File: config.mk
export PLATFORM = sky130hd
export DESIGN_NAME = game_tick_gen
export DESIGN_NICKNAME = d
export VERILOG_FILES = /design/src/rtl/game_tick_pkg.sv /design/src/rtl/game_tick_gen_channel.sv /design/src/rtl/game_tick_gen.sv
export SDC_FILE = /design/constraint.sdc
export NUM_CORES = 1
export LEC_CHECK = 0
export ABC_AREA = 1
export CAP_MARGIN = 10
export CORE_ASPECT_RATIO = 0.8
export CORE_UTILIZATION = 55
export DETAILED_ROUTE_END_ITERATION = 7
export PLACE_DENSITY = 0.82
export SLEW_MARGIN = 20
export SYNTH_ARGS = -nofsm -noshare
export SYNTH_HDL_FRONTEND = slang
export SYNTH_SLANG_ARGS = --single-unit
File: constraint.sdc
create_clock -name clk -period 3.7 [get_ports clk]
set_input_delay 0.74 -clock clk [delete_from_list [all_inputs] [get_ports clk]]
set_output_delay 0.74 -clock clk [all_outputs]
set_load 0.1 [all_outputs]
File: src/rtl/game_tick_pkg.sv
// game_tick_pkg: shared defaults, index/period typedefs and the write-response
// encoding for the multi-channel game-tick generator.
package game_tick_pkg;

  localparam int unsigned NUM_CH_C         = 4;
  localparam int unsigned CNT_W_C          = 24;
  localparam int unsigned FRAME_W_C        = 16;
  localparam int unsigned DEFAULT_PERIOD_C = 1666667;  // 60 Hz at 100 MHz

  // Channel-select width: at least one bit, even for a single channel.
  function automatic int unsigned ch_idx_w(input int unsigned n);
    return (n > 1) ? $clog2(n) : 1;
  endfunction

  typedef logic [ch_idx_w(NUM_CH_C)-1:0] ch_idx_t;
  typedef logic [CNT_W_C-1:0]            period_t;

  // Registered outcome of one configuration write.
  typedef enum logic [1:0] {
    WR_NONE = 2'd0,
    WR_ACK  = 2'd1,
    WR_ERR  = 2'd2
  } wr_rsp_e;

endpackage

File: src/rtl/game_tick_gen_channel.sv
// tick_channel: one period register, one down-counter and the registered
// scene-enable pulse. A new period lands at the next reload while running,
// and immediately in the counter while the channel is disabled.
module tick_channel #(
  parameter int unsigned CNT_W          = 24,
  parameter int unsigned DEFAULT_PERIOD = 1666667
) (
  input  logic             clk,
  input  logic             rst_n,
  input  logic             i_en,
  input  logic             i_pause,
  input  logic             i_step,     // already qualified by pause
  input  logic             i_we,       // validated write for this channel
  input  logic [CNT_W-1:0] i_period,
  output logic             o_scen
);

  localparam logic [CNT_W-1:0] ONE     = CNT_W'(1);
  localparam logic [CNT_W-1:0] RST_PER = CNT_W'(DEFAULT_PERIOD);
  localparam logic [CNT_W-1:0] RST_CNT = RST_PER - ONE;

  logic [CNT_W-1:0] r_per;
  logic [CNT_W-1:0] r_cnt;
  logic             r_scen;

  // Period register, counter and pulse flop; pause beats terminal count,
  // and a reload always uses the period held before this cycle's write.
  // NOTE: every register here is assigned with <= so all of them update from
  // the same pre-edge values; a blocking = would let r_cnt see the new r_per.
  always_ff @(posedge clk or negedge rst_n) begin
    if (!rst_n) begin
      r_per  <= RST_PER;
      r_cnt  <= RST_CNT;
      r_scen <= 1'b0;
    end else begin
      if (i_we) begin
        r_per <= i_period;
      end
      if (!i_en) begin
        r_cnt  <= (i_we ? i_period : r_per) - ONE;
        r_scen <= 1'b0;
      end else if (i_step) begin
        r_cnt  <= r_per - ONE;
        r_scen <= 1'b1;
      end else if (i_pause) begin
        r_scen <= 1'b0;
      end else if (r_cnt == '0) begin
        r_cnt  <= r_per - ONE;
        r_scen <= 1'b1;
      end else begin
        r_cnt  <= r_cnt - ONE;
        r_scen <= 1'b0;
      end
    end
  end

  assign o_scen = r_scen;

endmodule

File: src/rtl/game_tick_gen.sv
// game_tick_gen: NUM_CH independently programmable scene-enable generators,
// runtime period writes with ack/err, global pause and a frame counter
// driven by channel 0. Optional single-step while paused: GAME_TICK_STEP_EN.
module game_tick_gen
  import game_tick_pkg::*;
#(
  parameter int unsigned NUM_CH         = NUM_CH_C,
  parameter int unsigned CNT_W          = CNT_W_C,
  parameter int unsigned DEFAULT_PERIOD = DEFAULT_PERIOD_C,
  parameter int unsigned FRAME_W        = FRAME_W_C
) (
  input  logic                          clk,
  input  logic                          rst_n,
  input  logic [NUM_CH-1:0]             i_ch_en,
  input  logic                          i_pause,
`ifdef GAME_TICK_STEP_EN
  input  logic                          i_step,
`endif
  input  logic                          i_cfg_we,
  input  logic [ch_idx_w(NUM_CH)-1:0]   i_cfg_ch,
  input  logic [CNT_W-1:0]              i_cfg_period,
  output logic                          o_cfg_ack,
  output logic                          o_cfg_err,
  output logic [NUM_CH-1:0]             o_scen,
  output logic [FRAME_W-1:0]            o_frame_cnt
);

  logic               w_cfg_ok;
  logic               w_step;
  logic [NUM_CH-1:0]  w_ch_we;
  wr_rsp_e            r_rsp;
  logic [FRAME_W-1:0] r_frame;

  // A write is legal only for an existing channel and a non-zero period.
  assign w_cfg_ok = (i_cfg_period != '0) && (32'(i_cfg_ch) < NUM_CH);

`ifdef GAME_TICK_STEP_EN
  assign w_step = i_pause & i_step;
`else
  assign w_step = 1'b0;
`endif

  for (genvar g = 0; g < NUM_CH; g++) begin : g_ch
    assign w_ch_we[g] = i_cfg_we && w_cfg_ok && (32'(i_cfg_ch) == g);

    tick_channel #(
      .CNT_W          (CNT_W),
      .DEFAULT_PERIOD (DEFAULT_PERIOD)
    ) u_ch (
      .clk      (clk),
      .rst_n    (rst_n),
      .i_en     (i_ch_en[g]),
      .i_pause  (i_pause),
      .i_step   (w_step),
      .i_we     (w_ch_we[g]),
      .i_period (i_cfg_period),
      .o_scen   (o_scen[g])
    );
  end

  // One-cycle registered response to every write strobe.
  always_ff @(posedge clk or negedge rst_n) begin
    if (!rst_n) begin
      r_rsp <= WR_NONE;
    end else if (!i_cfg_we) begin
      r_rsp <= WR_NONE;
    end else begin
      r_rsp <= w_cfg_ok ? WR_ACK : WR_ERR;
    end
  end

  // Frame counter advances once per channel-0 pulse and wraps naturally.
  always_ff @(posedge clk or negedge rst_n) begin
    if (!rst_n) begin
      r_frame <= '0;
    end else begin
      r_frame <= r_frame + FRAME_W'(o_scen[0]);
    end
  end

  assign o_cfg_ack   = (r_rsp == WR_ACK);
  assign o_cfg_err   = (r_rsp == WR_ERR);
  assign o_frame_cnt = r_frame;

endmodule

* After elaboration in Yosys (flattened, before gate mapping) *
Index checks and enable logic that the tools add are counted.

cells by class
  bitwise logic cells = 0
  $mul = 0
  divide/modulo/power cells = 0
  shift operators = 0
  add/subtract/negate cells = 13
  magnitude comparators = 0
  multiplexer cells = 30
  eq/ne operators = 9
  reduce and logical (&&, ||, !) cells = 11

operators with widths
  kind                   count
  $mux 24                16
  $sub 24x1->24 const B  12
  $logic_not 24->1       4
  $reduce_bool 24->1     1
  $add 16x1->16          1
  $mux 1                 12
  $ne 2x2->1 const B     4
  $eq 2x2->1 const B     3
  $logic_and 1x1->1      5
  $eq 2x1->1 const B     2
  $mux 2                 2
  $logic_not 2->1        1

storage, ports and cells
  bits in read-only memories = 0
  memories = 0
  output and inout bits = 22
  register bits = 214
  bits of input ports = 34
  bits in latches = 0
  bits in writable memories = 0

* Depth between registers and ports, before layout *
Gate-level depths: netlist (run 1).

  depth in word-level cells = 6
  gate-level depth with buffers = 18
  depth with buffers taken out = 18

* Hierarchy *
From an unflattened synthesis (run 1), not the netlist that was laid out.

second synthesis, totals
  cell total of the unflattened synthesis = 2896
  area total of the unflattened synthesis = 18476.5 um^2

modules (own cells, without submodules)
  module                           area each (um^2)  times used  cells each  seq. area each (um^2)
  tick_channel (g_ch[0].u_ch ...)  4500.6            2           723         1257.5
  tick_channel (g_ch[2].u_ch ...)  4262.8            2           671         1257.5
  game_tick_gen                    949.7             1           108         450.4

* Worst setup path before layout (run 1) *
Ideal clock, no wire load.

  kind = input -> register
  from = input i_cfg_period[23]
  to = register g_ch[1].u_ch.r_cnt[18]
  slack = 982 ps
  stages on the path = 16
  buffers on the path = 1
  data required time = 3582 ps
  data arrival time = 2600 ps
  cells stage by stage = nor2_1 > nand2_1 > nor2_1 > nand3_4 > buf_2 > nand4_1 > nand2_1 > o21ai_0 > ha_1 > nand2_1 > nor2_2 > nand2_1 > nor2_2 > nand3_1 > nand3_1 > nand2_1

between the ends
  word-level cells in the longest chain between the ends = 6

RTL lines
  element                         RTL line                     source
  start: declaration              game_tick_gen.sv:21          input logic [CNT_W-1:0] i_cfg_period,
  $reduce_bool 24->1              game_tick_gen.sv:35          assign w_cfg_ok = (i_cfg_period != '0) && (32'(i_cfg_ch) < NUM_CH);
  $logic_and 1x1->1 (2 in a row)  game_tick_gen.sv:44          assign w_ch_we[g] = i_cfg_we && w_cfg_ok && (32'(i_cfg_ch) == g);
  $mux 24                         -
  $sub 24x1->24                   game_tick_gen_channel.sv:40  r_cnt <= (i_we ? i_period : r_per) - ONE;
  $mux 24                         game_tick_gen_channel.sv:39  if (!i_en) begin
  end signal: assignment          game_tick_gen_channel.sv:40
  end signal: assignment          game_tick_gen_channel.sv:43  r_cnt <= r_per - ONE;
  end signal: assignment          game_tick_gen_channel.sv:48  r_cnt <= r_per - ONE;
  end: declaration                game_tick_gen_channel.sv:23  logic [CNT_W-1:0] r_cnt;

No other way between the ends.
A chain may end at the register's enable or synchronous reset.

* Final worst setup path (run 1) *
  from = input i_cfg_period[1]
  to = register g_ch[1].u_ch.r_cnt[9]

between the ends
  word-level cells in the longest chain between the ends = 6

RTL lines
  element                         RTL line
  $reduce_bool 24->1              game_tick_gen.sv:35
  $logic_and 1x1->1 (2 in a row)  game_tick_gen.sv:44
  $mux 24 *                       -
  $sub 24x1->24 *                 game_tick_gen_channel.sv:40
  $mux 24 *                       game_tick_gen_channel.sv:39

Mark *: on every way between the ends. The rest lies on a longest branch, timed or not.

==> impl_results.md, run 1 <==
* Number of placement rows at 53
* Clock slew seen by the registers of the worst setup and hold paths at 60 ps
* Hold crit path type: primary input to asynchronous set/reset pin
* WL/cell at 16.79 um
* Worst-path cell chain: clkdlybuf4s50_1 -> nor2_1 -> nand2_1 -> nor2_2 -> nand3_4 -> buf_12 -> nand3_1 -> buf_4 -> nand2_1 -> nand3_1 -> nand2_1 -> nor2_1 -> nand2_1 -> nor2_1 -> nand3b_1 -> nand3_1 -> nand2_1
* Number of distinct library cells after synthesis at 36
* Cell class contributing the biggest share of worst-path delay: simple AND/OR/NAND/NOR gates
* Number of hold-slack violations in the final timing report at 0
* Boundary pin count at 56
* Share of layout cells above drive strength 1 at 10.90%
* Crit Path Class: primary input to register
* Flip-flop and latch count after synthesis at 214
* Total wirelength of the detailed-routed design at 45.45 mm
* Worst Hold Slack at 260.1 ps
* Layout Area Growth over Synthesis at 13.90%
* Signal arrival time at the worst endpoint at 3720 ps
* Net count after synthesis at 2324
* Detail Placement HPWL at 33.42 mm
* Top cells by area, synth: sky130_fd_sc_hd__dfrtp_1 19%, sky130_fd_sc_hd__nand2_1 18%, sky130_fd_sc_hd__dfstp_2 18%
* Worst reg-to-reg setup slack at 650 ps
* Worst Skew at 13.53 ps
* CTS tree: yes
* Most used DFF post-synth: sky130_fd_sc_hd__dfrtp_1
* Maximum ir drop on the vdd rail at 0.3942 mV
* # resized after CTS at 0
* Most common cell in the synthesized netlist: sky130_fd_sc_hd__nand2_1
* Crit. path cell count at 17
* Clock insertion delay at the later pin of the skew report at 530 ps
* Crit path time final at 3265 ps
* Initial Utilization at 56.10%
* Top metal layer carrying routed signals: met5
* Routed wire length on met2 at 18.94 mm
* Highest clock rate at 306.3 MHz
* CTS sink cnt at 214
* Count of buffers from port buffering at 55
* Cell type with the highest aggregate area in the netlist: sky130_fd_sc_hd__dfrtp_1
* Actual slew at the worst max-slew pin at 984.4 ps
* Nature of the critical path startpoint: primary input
* Post-route met1 wirelength at 20.58 mm
* Number of maximum-capacitance constraint violations at 0
* Crit Reg-Reg Endpoint: g_ch[0].u_ch.r_cnt[19]$_DFFE_PN1P_
* Initial antenna violation count at 3
* Path depth of the worst reg2reg path at 14
* Buffers & Inverters on Critical Path at 3
* Peak per-stage delay on the critical path at 450 ps
* Total number of vias at 15380
* Maximum number of pins on one net before global-route repair at 97
* Average via count per standard cell at 5.681
* Total Nets Final at 2370
* Total routing usage reported by global routing at 34.00%
* Unrepaired setup endpoints after global routing: no
* Setup repair bufs after CTS at 0
* FFs w/ async S/R, synth at 100.0%
* Final-layout setup total negative slack at 0 ps
* Power per standard cell area at 466.5 mW/mm^2
* Cell mode on critical path: sky130_fd_sc_hd__nand2_1
* Status: finished clean
* Launch instance of the worst register-to-register path: g_ch[0].u_ch.r_cnt[0]$_DFFE_PN0P_
* Max stage delay cell, worst path: sky130_fd_sc_hd__clkdlybuf4s50_1
* Core Box Area at 0.02633 mm^2
* Worst EP required at 4150 ps
* Critical-path maximum fanout at 21
* Residual DRC count at 0
* Static leakage at 8.425 nW
* Iteration-0 DRC Markers at 1631
* Capturing element type of the critical path: register
* First drt pass iteration count at 8
* List of most frequent post-synthesis cells: 725 x sky130_fd_sc_hd__nand2_1, 258 x sky130_fd_sc_hd__inv_1, 255 x sky130_fd_sc_hd__nand3_1, 249 x sky130_fd_sc_hd__nor2_1, 161 x sky130_fd_sc_hd__o21ai_0
* Die height at 148.6 um
* Total setup violations reported at the end of the flow at 0
* Post-route clock period utilization at 88.24%
* Count of flip-flops with a built-in enable after synthesis at 0
* ANT nets after route at 0
* Max-slew headroom at 34.16%
* Hold-fix buffers at CTS at 0
* Avg Inst Size Synth at 6.467 um^2
* Routed wl met3 at 4.361 mm
* Portion of the post-synthesis area used by sequential elements at 37.10%
* CTS Buf Count at 24
* Number of pins exceeding their max-slew limit in the final report at 0
* Area share of the largest cell type after synthesis at 19.31%
* CTS Root Cell: sky130_fd_sc_hd__clkbuf_16
* Mapped Area at 0.01477 mm^2
* Number of buffers between clock root and the deepest sink at 3
* Routability Congestion at 0.9507
* Wire length of the first global-routing pass at 73.86 mm
* Deepest level of the CTS H-tree at 1
* Vias in the first global route at 14080
* Synthesis warning total at 0
* Cells after synthesis at 2284
* Die Area at 0.02752 mm^2
* Residual overflow from global routing at 0
* Width of the chip at 185.2 um
==> through the flow <==
stage          std cells  power, mW  utilization [%]  setup slack [ps]  instance area, um^2
2_1_floorplan       2284      4.441                -             982.4                14770
3_3_place_gp        2661      5.017            60.42            -13.13                15910
3_5_place_dp        2661      5.073            60.42            -65.40                15910
4_1_cts             2705      7.839            63.88             494.9                16820
5_1_grt             2707      8.296            63.90             176.5                16820
6_report            2707      7.848            63.90             435.2                16820
==> metal layers <==
layer  up-vias  global-route usage, %
li1       7457                      -
met1      7145                  50.84
met2       689                  48.75
met3        85                  6.734
met4         2                  11.12
met5         -                      0
==> power breakdown <==
group | switching, mW | total (mW) | internal [mW] | leakage (nW)
Sequential | 0.246 | 3.10 | 2.85 | 2.45
Combinational | 1.36 | 2.01 | 0.652 | 5.53
Clock | 1.02 | 2.74 | 1.72 | 0.452
Total | 2.62 | 7.85 | 5.23 | 8.43
==> worst max-delay path by stage <==
stage	slack [ps]	to	startpoint
after global routing	180	g_ch[1].u_ch.r_cnt[22]$_DFFE_PN0P_	i_cfg_period[1]
after CTS	490	g_ch[2].u_ch.r_cnt[18]$_DFFE_PN0P_	i_cfg_period[1]
after global placement	-10	g_ch[0].u_ch.r_cnt[18]$_DFFE_PN0P_	i_cfg_period[1]
after detailed placement	-70	g_ch[2].u_ch.r_cnt[22]$_DFFE_PN0P_	i_cfg_period[1]
after floorplan	980	g_ch[1].u_ch.r_cnt[18]$_DFFE_PN0P_	i_cfg_period[23]
final	440	g_ch[1].u_ch.r_cnt[9]$_DFFE_PN1P_	i_cfg_period[1]
==> worst register-to-register path, cell delays in order, from the launching register on <==
cell                      delay, ps
sky130_fd_sc_hd__dfrtp_1        410
sky130_fd_sc_hd__nor2_1         100
sky130_fd_sc_hd__nand3_1        100
sky130_fd_sc_hd__nor2_2         500
sky130_fd_sc_hd__nand3_2        500
sky130_fd_sc_hd__buf_4          390
sky130_fd_sc_hd__o21ai_0        160
sky130_fd_sc_hd__nand2_1        120
sky130_fd_sc_hd__nand2_1        110
sky130_fd_sc_hd__nor2_1          50
sky130_fd_sc_hd__nand2_1        150
sky130_fd_sc_hd__nor2_1         130
sky130_fd_sc_hd__nand3_1         90
sky130_fd_sc_hd__nand3_1        100
sky130_fd_sc_hd__nand2_1         80
==> final cells by class <==
class,instances,area [um^2]
multi-input cells,1700,7811
diodes,2,5.005
flip-flops and latches,214,5480
clock buffers,34,729.5
inverters,263,987.2
clock inverters,10,182.7
fillers,2437,9503
well taps,357,446.7
repair buffers,127,1181
==> cells in the final DEF, fill, tap and decap left out, types with 21 or more instances in the layout <==
cell	n
sky130_fd_sc_hd__inv_1	258
sky130_fd_sc_hd__buf_4	66
sky130_fd_sc_hd__dfrtp_1	114
sky130_fd_sc_hd__nor2_1	248
sky130_fd_sc_hd__nand2_1	725
sky130_fd_sc_hd__o21ai_0	161
sky130_fd_sc_hd__dfstp_2	100
sky130_fd_sc_hd__and2_1	30
sky130_fd_sc_hd__xor2_1	21
sky130_fd_sc_hd__nand3_1	255
sky130_fd_sc_hd__nor2_2	26
sky130_fd_sc_hd__clkbuf_16	25
sky130_fd_sc_hd__nand4_1	143
sky130_fd_sc_hd__clkdlybuf4s50_1	53
==> cell families after synthesis <==
family / after synthesis / share of synthesized area, %
flops: 214 / 37.10
xor+xnor: 28 / 1.660
buf+inv: 370 / 10.03
fa+ha+maj: 6 / 0.5082
compound gates: 210 / 7.412
simple gates: 1456 / 43.29
==> registers in the layout, summed over array words and instances (netlist names) <==
name	count
g_ch.u_ch.o_scen	4
g_ch.u_ch.r_cnt	96
g_ch.u_ch.r_per	96
o_frame_cnt	16
r_rsp	2
(Power assumes the default switching activity.)
==> inputs of run 2 (changes only) <==
- CORE_MARGIN: not set -> 2
- CTS_BUF_LIST: not set -> sky130_fd_sc_hd__clkbuf_4
- GPL_TIMING_DRIVEN: not set -> 0
==> impl_results.md, run 2 (same netlist as run 1, synthesis figures left out) <==
* Routability Congestion at 1.089 (+15%)
* Highest-count cells in the layout ignoring fill and taps: 725 x sky130_fd_sc_hd__nand2_1, 258 x sky130_fd_sc_hd__inv_1, 255 x sky130_fd_sc_hd__nand3_1
* CTS Root Cell: sky130_fd_sc_hd__clkbuf_4
* Clock slew seen by the registers of the worst setup and hold paths at 70 ps (about the same)
* Hold-fix buffers at CTS at 1 (+1)
* Total number of vias at 15890 (+3.3%)
* Initial Utilization at 56.10% (unchanged)
* Vias in the first global route at 14460 (+2.7%)
* Clock insertion delay at the later pin of the skew report at 770 ps (+240 ps)
* Detail Placement HPWL at 36.42 mm (+9.0%)
* Post-route clock period utilization at 88.82% (+0.58 points)
* Final-layout setup total negative slack at 0 ps (unchanged)
* Number of pins exceeding their max-slew limit in the final report at 0 (unchanged)
* Crit Path Class: primary input to register
* Static leakage at 8.313 nW (-1.3%)
* Boundary pin count at 56 (unchanged)
* Die height at 150.6 um (+1.3%)
* ANT nets after route at 0 (unchanged)
* Worst setup margin at 413.8 ps (-21.32 ps)
* Hold crit path type: primary input to asynchronous set/reset pin
* Total Nets Final at 2439 (+2.9%)
* Unrepaired setup endpoints after global routing: no
* Critical-path maximum fanout at 10 (-52%)
* Core Box Area at 0.02633 mm^2 (unchanged)
* Signal arrival time at the worst endpoint at 3900 ps (+180 ps)
* Number of placement rows at 53 (unchanged)
* Capturing element type of the critical path: register
* Power per standard cell area at 448.7 mW/mm^2 (-3.8%)
* Average via count per standard cell at 5.659 (-0.38%)
* Number of maximum-capacitance constraint violations at 0 (unchanged)
* Maximum number of pins on one net before global-route repair at 96 (-1.0%)
* CTS tree: yes
* CTS Buf Count at 58 (+140%)
* Post-layout total power at 7.456 mW (-5.0%)
* Residual overflow from global routing at 0 (unchanged)
* Number of hold-slack violations in the final timing report at 0 (unchanged)
* Iteration-0 DRC Markers at 2042 (+25%)
* Deepest level of the CTS H-tree at 2 (+1)
* Share of layout cells above drive strength 1 at 11.31% (+0.41 points)
* Highest clock rate at 304.3 MHz (-0.65%)
* WL/cell at 17.36 um (+3.4%)
* Maximum ir drop on the vdd rail at 0.3005 mV (-24%)
* Status: finished clean
* Worst Skew at 40.11 ps (+26.58 ps)
* Wire length of the first global-routing pass at 77.67 mm (+5.2%)
* Total wirelength of the detailed-routed design at 48.74 mm (+7.2%)
* Layout Area Growth over Synthesis at 12.49%
* Die Area at 0.02819 mm^2 (+2.4%)
* Worst EP required at 4310 ps (+160 ps)
* First drt pass iteration count at 7 (-1)
* Initial antenna violation count at 2 (-1)
* # resized after CTS at 0 (unchanged)
* Width of the chip at 187.2 um (+1.1%)
* Setup repair bufs after CTS at 0 (unchanged)
* Worst Hold Slack at 463.1 ps (+202.9 ps)
* Total setup violations reported at the end of the flow at 0 (unchanged)
* Filler cell count at 2527 (+3.7%)
* Total routing usage reported by global routing at 34.88% (+0.87 points)
* Nature of the critical path startpoint: primary input
* Count of buffers from port buffering at 52 (-5.5%)
* Residual DRC count at 0 (unchanged)
* Leading cell type in the layout, fill and taps excluded: sky130_fd_sc_hd__nand2_1
* Worst setup timing slack at the placement stage at -191.4 ps (-126.0 ps)
* CTS sink cnt at 214 (unchanged)
* Max-slew headroom at 30.75% (-3.4 points)
* Actual slew at the worst max-slew pin at 1036 ps (+51.08 ps)
* Crit path time final at 3286 ps (+21.32 ps)
* Number of buffers between clock root and the deepest sink at 3 (unchanged)
## run 2: report_power, final
group          internal, mW  leakage [nW]  switching (mW)
Combinational         0.625          5.38            1.39
Sequential             2.85          2.45           0.244
Clock                  1.24         0.487            1.10
## run 2: metal layers
metal | global-route usage, % | vias up | wire, um
met1 | 51.10 | 7190 | 21990
met3 | 8.322 | 136 | 5412
li1 | - | 7629 | -
met2 | 49.50 | 928 | 19560
met5 | 0 | - | 13
met4 | 13.49 | 2 | 1764
## run 2: through the flow
step / cells / utilization, % / cell area (um^2)
4_1_cts: 2806 / 63.10 / 16610
6_report: 2807 / 63.11 / 16610
2_1_floorplan: 2284 / - / 14770
5_1_grt: 2807 / 63.11 / 16610
3_5_place_dp: 2695 / 60.01 / 15800
3_3_place_gp: 2693 / 59.78 / 15740
## run 2: critical path, stage by stage
cell and delay [ps]:
sky130_fd_sc_hd__clkdlybuf4s50_1 650, sky130_fd_sc_hd__nor2_1 190, sky130_fd_sc_hd__nand2_1 90, sky130_fd_sc_hd__nor2_2 140, sky130_fd_sc_hd__nand3_4 160, sky130_fd_sc_hd__buf_2 250, sky130_fd_sc_hd__nand4_1 120, sky130_fd_sc_hd__nand2_1 110
sky130_fd_sc_hd__o21ai_0 250, sky130_fd_sc_hd__ha_1 240, sky130_fd_sc_hd__nand2_1 100, sky130_fd_sc_hd__nor2_2 190, sky130_fd_sc_hd__nand2_1 160, sky130_fd_sc_hd__nor2_2 240, sky130_fd_sc_hd__nand3_1 100, sky130_fd_sc_hd__nand3_1 100
sky130_fd_sc_hd__nand2_1 60
## run 2: final cells by class
cell class	count	area, um^2	share of cell area [%]
tap	357	446.7	2.688
antenna	1	2.502	0.01506
clock inverter	13	76.32	0.4594
buffer	107	494.2	2.975
clock buffer	97	728.2	4.383
multi-input combinational	1700	7809	47.00
timing repair buffer	55	590.6	3.554
sequential	214	5480	32.98
inverter	263	987.2	5.942
## run 2: path summary, 6_finish.rpt
check                           slack [ps]                            endpoint  cells past startpoint                                from
worst max-delay path                   410  g_ch[1].u_ch.r_cnt[22]$_DFFE_PN0P_                     17                    i_cfg_period[10]
worst min register to register         470  g_ch[2].u_ch.r_cnt[20]$_DFFE_PN1P_                      2  g_ch[2].u_ch.r_cnt[20]$_DFFE_PN1P_
min in group clk                       470  g_ch[2].u_ch.r_cnt[20]$_DFFE_PN1P_                      2  g_ch[2].u_ch.r_cnt[20]$_DFFE_PN1P_
worst min-delay path                   460            o_frame_cnt[2]$_DFF_PN0_                      2                               rst_n
max in group asynchronous             2350  g_ch[1].u_ch.r_cnt[20]$_DFFE_PN1P_                      3                               rst_n
worst max register to register         730  g_ch[2].u_ch.r_cnt[16]$_DFFE_PN1P_                     16  g_ch[2].u_ch.r_cnt[15]$_DFFE_PN0P_
==> inputs of run 3 (changes only) <==
- ABC_CLOCK_PERIOD_IN_PS: not set -> 3700
- PLACE_DENSITY: 0.82 -> 0.72
- SYNTH_HIERARCHICAL: not set -> 1
==> impl_results.md, run 3 <==
* Status: finished, violations left
* Violated checks: design-rule violations
* Static leakage at 9.567 nW (+15%)
* Avg Inst Size Synth at 6.380 um^2 (-1.3%)
* Residual overflow from global routing at 0 (unchanged)
* Total instance count after detailed placement at 3392 (+26%)
* CTS Buf Count at 61 (+5.2%)
* ANT nets after route at 0 (unchanged)
* Crit path time final at 3436 ps (+149.7 ps)
* FFs w/ async S/R, synth at 100.0% (unchanged)
* Number of pins exceeding their max-slew limit in the final report at 0 (unchanged)
* Cell mode on critical path: sky130_fd_sc_hd__nand2_1
* Most common cell in the synthesized netlist: sky130_fd_sc_hd__nand2_1
* Total setup violations reported at the end of the flow at 0 (unchanged)
* Total Nets Final at 3074 (+26%)
* Worst EP required at 4410 ps (+100 ps)
* Post-layout total power at 9.173 mW (+23%)
* Number of placement rows at 60 (+13%)
* Count of buffers from port buffering at 51 (-1.9%)
* Layout Area Growth over Synthesis at 10.88%
* Buffers & Inverters on Critical Path at 2 (unchanged)
* Core Box Area at 0.03333 mm^2 (+27%)
* Final-layout setup total negative slack at 0 ps (unchanged)
* Average via count per standard cell at 5.611 (-0.84%)
* Cell type with the highest aggregate area in the netlist: sky130_fd_sc_hd__nand2_1
* Total wirelength of the detailed-routed design at 61.91 mm (+27%)
* Flip-flop and latch count after synthesis at 214 (unchanged)
* Power per standard cell area at 447.8 mW/mm^2 (-0.22%)
* Capturing element type of the critical path: register
* DP Area at 0.01962 mm^2 (+24%)
* Routability Congestion at 0.9600 (-12%)
* Top cells by area, synth: sky130_fd_sc_hd__nand2_1 18%, sky130_fd_sc_hd__dfrtp_1 15%, sky130_fd_sc_hd__dfstp_2 14%
* Area share of the largest cell type after synthesis at 17.55% (-1.8 points)
* Most used DFF post-synth: sky130_fd_sc_hd__dfrtp_1
* Share of layout cells above drive strength 1 at 16.04% (+4.7 points)
* Deepest level of the CTS H-tree at 2 (unchanged)
* Leading cell type in the layout, fill and taps excluded: sky130_fd_sc_hd__nand2_1
* Maximum ir drop on the vdd rail at 0.2445 mV (-19%)
* Wire length of the first global-routing pass at 96.52 mm (+24%)
* Number of distinct library cells after synthesis at 48 (+33%)
* Unrepaired setup endpoints after global routing: no
* Synthesis warning total at 6 (+6)
* Cell class contributing the biggest share of worst-path delay: simple AND/OR/NAND/NOR gates
* Critical-path maximum fanout at 10 (unchanged)
* CTS sink cnt at 214 (unchanged)
* WL/cell at 17.64 um (+1.6%)
* Clock insertion delay at the later pin of the skew report at 800 ps (+30 ps)
* Max-slew headroom at 33.21% (+2.5 points)
* Peak per-stage delay on the critical path at 840 ps (+190 ps)
* Final design area excluding fillers at 0.02049 mm^2 (+23%)
* Die height at 167.9 um (+12%)
* Post-route clock period utilization at 92.86% (+4.0 points)
* Max stage delay cell, worst path: sky130_fd_sc_hd__clkdlybuf4s50_1
* Filler cell count at 3287 (+30%)
* CTS Root Cell: sky130_fd_sc_hd__clkbuf_4
* Maximum number of pins on one net before global-route repair at 91 (-5.2%)
* Total number of vias at 19690 (+24%)
* Worst Skew at 34.17 ps (-5.938 ps)
* Initial Utilization at 55.43% (-0.67 points)
* CTS tree: yes
* Width of the chip at 208.9 um (+12%)
* Number of maximum-capacitance constraint violations at 0 (unchanged)
* Residual DRC count at 1 (+1)
* Actual slew at the worst max-slew pin at 998.7 ps (-36.83 ps)
* Initial antenna violation count at 1 (-1)
* Cells after synthesis at 2896 (+27%)
* Number of buffers between clock root and the deepest sink at 3 (unchanged)
* Total routing usage reported by global routing at 34.83% (-0.047 points)
* List of most frequent post-synthesis cells: 864 x sky130_fd_sc_hd__nand2_1, 484 x sky130_fd_sc_hd__nor2_1, 302 x sky130_fd_sc_hd__inv_1, 289 x sky130_fd_sc_hd__nand3_1, 114 x sky130_fd_sc_hd__dfrtp_1
* Highest clock rate at 291.0 MHz (-4.4%)
* First drt pass iteration count at 8 (+1)
* Highest-count cells in the layout ignoring fill and taps: 864 x sky130_fd_sc_hd__nand2_1, 482 x sky130_fd_sc_hd__nor2_1, 302 x sky130_fd_sc_hd__inv_1
* Crit Path Class: primary input to register
* Filler-free cell count of the finished design at 3509 (+25%)
* Mapped Area at 0.01848 mm^2 (+25%)
* Vias in the first global route at 17990 (+24%)
* Iteration-0 DRC Markers at 2136 (+4.6%)
* Boundary pin count at 56 (unchanged)
* Number of hold-slack violations in the final timing report at 0 (unchanged)
* Detail Placement HPWL at 47.86 mm (+31%)
* Nature of the critical path startpoint: primary input
* Worst-path cell chain: clkdlybuf4s50_1 -> nor2_1 -> nand2_1 -> nor2_1 -> nand3_1 -> nand2_1 -> nor2_2 -> buf_6 -> nand2_1 -> o21ai_2 -> ha_1 -> nand3_1 -> nor2_1 -> nand3_2 -> nor2_2 -> nand2_1 -> nand2_1 -> nand3_1 -> nand2_1 -> nand2_1 -> nand2_1
* Hold crit path type: primary input to asynchronous set/reset pin
* Signal arrival time at the worst endpoint at 4140 ps (+240 ps)
* Clock slew seen by the registers of the worst setup and hold paths at 60 ps (about the same)
* Die Area at 0.03509 mm^2 (+24%)
* Portion of the post-synthesis area used by sequential elements at 29.66% (-7.4 points)
* Count of flip-flops with a built-in enable after synthesis at 0 (unchanged)
## run 3: logic make-up after synthesis
family | share of synthesized area, %
flip-flops | 29.66
XOR/XNOR | 5.966
other | 0.02030
adder cells (fa/ha/maj) | 1.219
buffers and inverters | 9.271
AND/OR/NAND/NOR | 45.87
AO/OA/AOI/OAI | 7.991
## run 3: area by class of cell
class                   instances  area, um^2  share of cell area [%]
diodes                          1       2.502                 0.01221
clock inverters                20       127.6                  0.6229
well taps                     434       543.0                   2.651
repair buffers                 54       585.6                   2.858
flip-flops and latches        214        5480                   26.75
clock buffers                  95       713.2                   3.481
multi-input cells            2308       11320                   55.26
plain buffers                  68       515.5                   2.516
inverters                     315        1197                   5.845
## run 3: per-layer routing
metal | routed length, um | share of wire [%] | GRT usage, %
met1 | 27810 | 45 | 51.01
met2 | 26940 | 44 | 53.64
met3 | 5761 | 9.3 | 5.111
met4 | 1400 | 2.3 | 9.596
met5 | 0 | 0 | 0
## run 3: repair_timing
action	4_1_cts	5_1_grt
endpoints found under the setup margin	0	17
setup buffers	0	0
hold buffers	1	0
hold endpoints to repair	15	0
gates resized for setup	0	4
## run 3: stage by stage
step                setup WS [ps]  utilization (%)  hold slack (ps)
floorplan                   888.6                -            444.4
global placement            -7525            58.69            469.6
detailed placement         -600.2            58.87            477.7
CTS                         209.7            61.43            344.3
global route                10.88            61.46            395.8
finish                      264.1            61.46            414.5
## run 3: worst paths after layout
kind | end | startpoint | cells past startpoint | slack [ps]
setup / recovery | g_ch[3].u_ch/r_cnt[20]$_DFFE_PN1P_ | i_cfg_period[6] | 21 | 260
hold / removal | g_ch[1].u_ch/o_scen$_DFF_PN0_ | rst_n | 2 | 410
setup reg to reg | g_ch[2].u_ch/r_cnt[7]$_DFFE_PN0P_ | g_ch[2].u_ch/r_cnt[0]$_DFFE_PN0P_ | 11 | 1280
hold reg to reg | g_ch[0].u_ch/r_cnt[19]$_DFFE_PN1P_ | g_ch[0].u_ch/r_cnt[19]$_DFFE_PN1P_ | 2 | 490
max in group asynchronous | g_ch[3].u_ch/r_cnt[19]$_DFFE_PN1P_ | rst_n | 3 | 2430
min in group clk | g_ch[2].u_ch/r_cnt[20]$_DFFE_PN1P_ | i_ch_en[2] | 5 | 430
## run 3: worst register-to-register path: stages (launching register included)
cell	delay, ps
sky130_fd_sc_hd__dfrtp_1	360
sky130_fd_sc_hd__inv_1	150
sky130_fd_sc_hd__ha_1	190
sky130_fd_sc_hd__nand3_1	90
sky130_fd_sc_hd__nor2_1	190
sky130_fd_sc_hd__nand3_1	180
sky130_fd_sc_hd__nand2_1	170
sky130_fd_sc_hd__buf_2	290
sky130_fd_sc_hd__buf_2	300
sky130_fd_sc_hd__o21ai_0	170
sky130_fd_sc_hd__o211ai_1	110
sky130_fd_sc_hd__nand3_1	90
## run 3: power breakdown
group / internal, mW / total, mW / switching (mW)
registers: 2.89 / 3.37 / 0.475
clock network: 1.30 / 2.46 / 1.16
logic: 1.04 / 3.35 / 2.31
total: 5.23 / 9.17 / 3.94
